## config.mk

```make
export PLATFORM = sky130hd
export DESIGN_NAME = sensor_conditioner
export DESIGN_NICKNAME = d
export VERILOG_FILES = /design/src/rtl/sensor_conditioner.sv
export SDC_FILE = /design/constraint.sdc
export NUM_CORES = 1
export LEC_CHECK = 0
export CORE_ASPECT_RATIO = 0.9
export CORE_MARGIN = 4
export CORE_UTILIZATION = 31
export CTS_BUF_LIST = sky130_fd_sc_hd__clkbuf_8
export DETAILED_ROUTE_END_ITERATION = 7
export DONT_BUFFER_PORTS = 1
export SYNTH_ARGS = -nofsm -noshare
export SYNTH_HDL_FRONTEND = slang
export SYNTH_SLANG_ARGS = --single-unit
```

## constraint.sdc

```tcl
create_clock -name HCLK -period 2.1 [get_ports HCLK]
set_input_delay 0.105 -clock HCLK [delete_from_list [all_inputs] [get_ports HCLK]]
set_output_delay 0.105 -clock HCLK [all_outputs]
set_load 0.005 [all_outputs]
```

## src/rtl/sensor_conditioner.sv

```systemverilog
// sensor_conditioner: debounces the four active-low rider inputs and turns them
// into single-cycle event strobes. Fork/crank give one strobe per debounced
// activation; mode/trip are classified as short or long presses.
module sensor_conditioner #(
  parameter int DEBOUNCE_TICKS   = 64,
  parameter int LONG_PRESS_TICKS = 32768
) (
  input  logic HCLK,
  input  logic HRESETn,
  input  logic nMode,
  input  logic nTrip,
  input  logic nFork,
  input  logic nCrank,
  output logic ForkPulse,
  output logic CrankPulse,
  output logic ModeShort,
  output logic TripShort,
  output logic ModeLong,
  output logic TripLong,
  output logic ModeHeld,
  output logic TripHeld
);

  localparam int DW = $clog2(DEBOUNCE_TICKS);
  localparam int HW = $clog2(LONG_PRESS_TICKS);
  localparam logic [DW-1:0] DB_LAST   = DW'(DEBOUNCE_TICKS - 1);
  localparam logic [HW-1:0] HOLD_LAST = HW'(LONG_PRESS_TICKS - 1);

  // Channel order in the vectors below: 0 mode, 1 trip, 2 fork, 3 crank.
  typedef enum logic [1:0] {
    IDLE = 2'd0,
    HELD = 2'd1,
    LONG = 2'd2
  } btn_state_t;

  logic [3:0]    raw;
  logic [3:0]    stable;
  logic [DW-1:0] db_cnt [4];
  logic [3:0]    fall;
  logic [3:0]    rise;

  btn_state_t    btn_state [2];
  btn_state_t    btn_next  [2];
  logic [HW-1:0] hold_cnt  [2];
  logic [HW-1:0] hold_next [2];
  logic [1:0]    short_next;
  logic [1:0]    long_next;

  assign raw = {nCrank, nFork, nTrip, nMode};

  // Flag the edges at which a debounced state is about to flip, so strobes can
  // be registered at the same edge as the flip itself.
  always_comb begin
    fall = '0;
    rise = '0;
    for (int i = 0; i < 4; i++) begin
      if ((raw[i] != stable[i]) && (db_cnt[i] == DB_LAST)) begin
        fall[i] = stable[i];
        rise[i] = ~stable[i];
      end
    end
  end

  // Debouncers: a raw level must disagree with the stable level for
  // DEBOUNCE_TICKS consecutive edges before it is accepted; any agreement clears.
  always_ff @(posedge HCLK or negedge HRESETn) begin
    if (!HRESETn) begin
      stable <= '1;
      for (int i = 0; i < 4; i++) db_cnt[i] <= '0;
    end else begin
      for (int i = 0; i < 4; i++) begin
        if (raw[i] == stable[i]) begin
          db_cnt[i] <= '0;
        end else if (db_cnt[i] == DB_LAST) begin
          stable[i] <= raw[i];
          db_cnt[i] <= '0;
        end else begin
          db_cnt[i] <= db_cnt[i] + DW'(1);
        end
      end
    end
  end

  // Fork and crank strobe only on the debounced press (1 -> 0) edge.
  always_ff @(posedge HCLK or negedge HRESETn) begin
    if (!HRESETn) begin
      ForkPulse  <= 1'b0;
      CrankPulse <= 1'b0;
    end else begin
      ForkPulse  <= fall[2];
      CrankPulse <= fall[3];
    end
  end

  // Button FSM next-state: a release while HELD is a short press; reaching the
  // hold limit first is a long press and freezes the counter until release.
  always_comb begin
    short_next = '0;
    long_next  = '0;
    for (int b = 0; b < 2; b++) begin
      btn_next[b]  = btn_state[b];
      hold_next[b] = hold_cnt[b];
      case (btn_state[b])
        IDLE: begin
          if (fall[b]) begin
            btn_next[b]  = HELD;
            hold_next[b] = '0;
          end
        end
        HELD: begin
          if (rise[b]) begin
            btn_next[b]   = IDLE;
            short_next[b] = 1'b1;
          end else if (hold_cnt[b] == HOLD_LAST) begin
            btn_next[b]  = LONG;
            long_next[b] = 1'b1;
          end else begin
            hold_next[b] = hold_cnt[b] + HW'(1);
          end
        end
        LONG: begin
          if (rise[b]) btn_next[b] = IDLE;
        end
        default: begin
          btn_next[b] = IDLE;
        end
      endcase
    end
  end

  // Button FSM state, hold counters and registered button outputs.
  always_ff @(posedge HCLK or negedge HRESETn) begin
    if (!HRESETn) begin
      for (int b = 0; b < 2; b++) begin
        btn_state[b] <= IDLE;
        hold_cnt[b]  <= '0;
      end
      ModeShort <= 1'b0;
      TripShort <= 1'b0;
      ModeLong  <= 1'b0;
      TripLong  <= 1'b0;
      ModeHeld  <= 1'b0;
      TripHeld  <= 1'b0;
    end else begin
      for (int b = 0; b < 2; b++) begin
        btn_state[b] <= btn_next[b];
        hold_cnt[b]  <= hold_next[b];
      end
      ModeShort <= short_next[0];
      TripShort <= short_next[1];
      ModeLong  <= long_next[0];
      TripLong  <= long_next[1];
      ModeHeld  <= (btn_next[0] != IDLE);
      TripHeld  <= (btn_next[1] != IDLE);
    end
  end

endmodule

```

==> parameters.txt <==
Parameter                              Value

Global routing
  Pin count of the biggest net entering global routing ... 71
  Number of global-route vias before repair ... 2612
  First-pass GRT wire length ... 12000 microns
  Initial antenna violation count ... 0
  Global route total overflow ... 0
  Global routing usage summed across all routing layers ... 0.115

Logic synthesis
  Most used standard cells in the synthesized netlist ... dfrtp_1 (66), nor2_1 (44), nand2_1 (30)
  Netlist cell types ... 50
  Share of the yosys chip area belonging to registers ... 0.517
  Area share of the largest cell type after synthesis ... 0.486
  Ranking of synthesized cells by area ... dfrtp_1 (49%), nor2_1 (4.9%), xnor2_1 (4.1%)
  FF+latch count, synth ... 70
  Cell with the most instances after synthesis ... dfrtp_1
  Post-synth top flop ... dfrtp_1
  Yosys warning count ... 0
  Post-Synthesis Net Count ... 353
  Library cell occupying the most area in the post-synthesis netlist ... dfrtp_1
  Synth Cell Area ... 0.00340 sq mm
  Number of flops mapped to enable cells by yosys ... 0
  Syn_area_per_cell ... 9.96 sq um
  Post-synthesis instance total ... 341
  Asr flop ratio synth ... 1.00

Power
  Peak VDD IR ... 359 uV
  Total chip power ... 2.59 mW
  Comb power frac ... 0.042
  Switching pwr ... 0.594 mW
  Net switching fraction of the power ... 0.229
  Total leakage power ... 1.63 nW
  Clk network pwr share ... 0.415
  Design internal power ... 2.00 mW
  Cell area power density ... 656 mW/mm^2
  Fraction of power consumed by sequential logic ... 0.543

Worst setup path
  Signal arrival time at the worst endpoint ... 2.21 ns
  Critical path class ... flip-flop to flip-flop
  Nature of the critical path startpoint ... flip-flop
  Crit-path max FO ... 10
  Kind of end point of the critical path ... flip-flop
  Critical path required time ... 2.33 ns

STA
  Final hold viol count ... 0
  Time the final worst path needs with I/O delays and setup ... 1.97 ns
  Setup TNS after final layout ... 0 ns
  Setup Skew ... 0.00978 ns
  Unrepaired setup endpoints after global routing ... no
  Remaining max-slew budget at the tightest pin ... 0.615
  Pin slew with the least headroom to its limit ... 0.573 ns
  Max Transition Viols Final ... 0
  Ratio of final minimum period to clock period ... 0.940
  Highest attainable clock frequency ... 507 MHz
  Total of endpoints with negative setup slack in the final report ... 0

CTS
  Buffers from clock root to sink, at most ... 2
  Cell at the root of the clock tree ... clkbuf_8
  Depth of the CTS H-tree ... 3
  Skew-Pair Late Insertion Delay ... 0.35 ns
  CTS tree ... built
  Clock transition at the registers of the reported paths ... 0.07 ns
  Clock Sink Count ... 70
  Total CTS buffers ... 9

Floorplanning
  Chip Height ... 107 microns
  Initial standard-cell utilization of the core ... 0.324
  Number of core rows ... 35
  Chip width ... 118 microns
  CORE AREA ... 0.0105 sq mm
  Die Footprint ... 0.0127 sq mm
  Number of primary I/O pins ... 14

Job
  Maxcap violations ... 0

Worst hold path
  Class of the most critical hold timing path ... input port to flip-flop

Detailed routing
  Routed vias/inst ... 5.14
  TritonRoute pass-1 iters ... 4
  Post-route DRC ... 0
  DRT iter0 DRCs ... 102
  Routed WL ... 6560 microns
  Vias ... 2586
  DRT antenna net count ... 0
  Wirelength per Cell ... 13.0 microns

Placed design
  PortBufs ... 0
  Total instance count after detailed placement ... 478
  Post-DP HPWL ... 4290 microns
  Final weighted congestion in routability-driven placement ... 0.834

Cells and area
  Number of nets in the finished design ... 381
  Fill cell count ... 1027
  Ratio of cells with drive above 1 in the final layout ... 0.144
  Count of antenna diodes in the layout ... 0
  Synthesis-to-finish area growth ... 16.4%
  Post-layout instance count excluding filler cells ... 503

Outcome
  Status ... complete, no violations
-- cells by family (layout without fill, tap and decap cells) --
family | after synthesis | after routing | synth area share
flip-flops | 70 | 70 | 0.517
multiplexers | 6 | 6 | 0.0184
AO/OA/AOI/OAI | 76 | 76 | 0.152
buffers and inverters | 17 | 50 | 0.0239
adder cells (fa/ha/maj) | 6 | 6 | 0.0221
XOR/XNOR | 23 | 23 | 0.0593
AND/OR/NAND/NOR | 143 | 143 | 0.207
-- placed cells by master, fill, tap and decap left out, types with 3 or more instances in the layout --
cell type,synthesis,final
dfrtp_1,66,66
nand2_1,30,30
and4_1,5,5
nor2_1,44,44
dlygate4sd3_1,0,5
dfstp_2,4,4
inv_1,9,10
clkbuf_8,0,10
and3_1,6,6
ha_1,6,5
xor2_1,7,7
o31ai_1,3,3
nand3_1,19,18
nor3_1,10,10
a41oi_1,3,3
xnor2_1,16,16
nand2b_1,3,3
a31oi_1,18,18
a21oi_1,14,14
and2_1,5,5
o21ai_0,13,13
o21a_1,3,3
nand4_1,9,9
a21o_1,4,4
buf_4,0,16
mux2i_1,4,4
nor2b_1,3,3
-- sequential cells by signal, summed over array words and instances (netlist names) --
name        flops
CrankPulse      1
ForkPulse       1
ModeHeld        1
ModeLong        1
ModeShort       1
TripHeld        1
TripLong        1
TripShort       1
btn_state       4
db_cnt         24
hold_cnt       30
stable          4
-- worst max-delay path: stages (launching register included) --
cell and delay (ns):
dfrtp_1 0.39, ha_2 0.21, nand3_2 0.11, or4_4 0.60, o211a_4 0.21, and2_4 0.16, o22a_1 0.18
-- power groups by stage --
stage	registers, mW	clock network, mW	logic (mW)
after floorplan	1.43	0	0.0583
after global placement	1.43	0	0.0672
after detailed placement	1.43	0	0.0682
after CTS	1.41	1.12	0.114
after global routing	1.41	1.18	0.130
final	1.41	1.08	0.109
-- what timing repair did --
action	4_1_cts	5_1_grt
buffers inserted	0	3
hold endpoints to repair	91	0
hold buffers	6	0
gates resized for setup	0	8
setup endpoints to repair	0	26
-- per-layer routing --
metal	GRT usage	vias to the layer above	wire length, microns
li1	-	1286	-
met1	0.141	1249	3170
met2	0.187	41	2970
met3	0.0420	10	325
met4	0.0377	0	84
met5	0	-	0
-- final cells by class --
cell class | instances | area, sq um | share of cell area
Sequential cell | 70 | 1760 | 0.444
Multi-Input combinational cell | 254 | 1570 | 0.398
Timing Repair Buffer | 24 | 223 | 0.0563
Tap cell | 129 | 161 | 0.0408
Clock buffer | 10 | 138 | 0.0348
Clock inverter | 6 | 55.1 | 0.0139
Inverter | 10 | 46.3 | 0.0117
-- path summary, 6_finish.rpt --
path,startpoint,endpoint,slack [ns],depth (start not counted)
worst min-delay path,nTrip,TripHeld,0.04,3
min in group asynchronous,HRESETn,hold_cnt[13],0.31,2
worst max-delay path,hold_cnt[1],hold_cnt[7],0.13,6
worst max register to register,hold_cnt[1],hold_cnt[7],0.13,6
max in group asynchronous,HRESETn,stable[1],1.45,2
worst min register to register,db_cnt[12],db_cnt[12],0.46,1
-- through the flow --
stage / cell area, sq um / util / worst slack (ns) / hold WS (ns)
5_1_grt: 3950 / 0.378 / 0.00574 / 0.0321
3_3_place_gp: 3630 / 0.346 / 0.101 / -0.187
6_report: 3950 / 0.378 / 0.127 / 0.0380
2_1_floorplan: 3400 / - / 0.125 / -0.191
4_1_cts: 3900 / 0.372 / 0.000664 / 0.0211
3_5_place_dp: 3630 / 0.346 / 0.0211 / -0.187
Note: power is estimated with default switching activity, not from simulation.
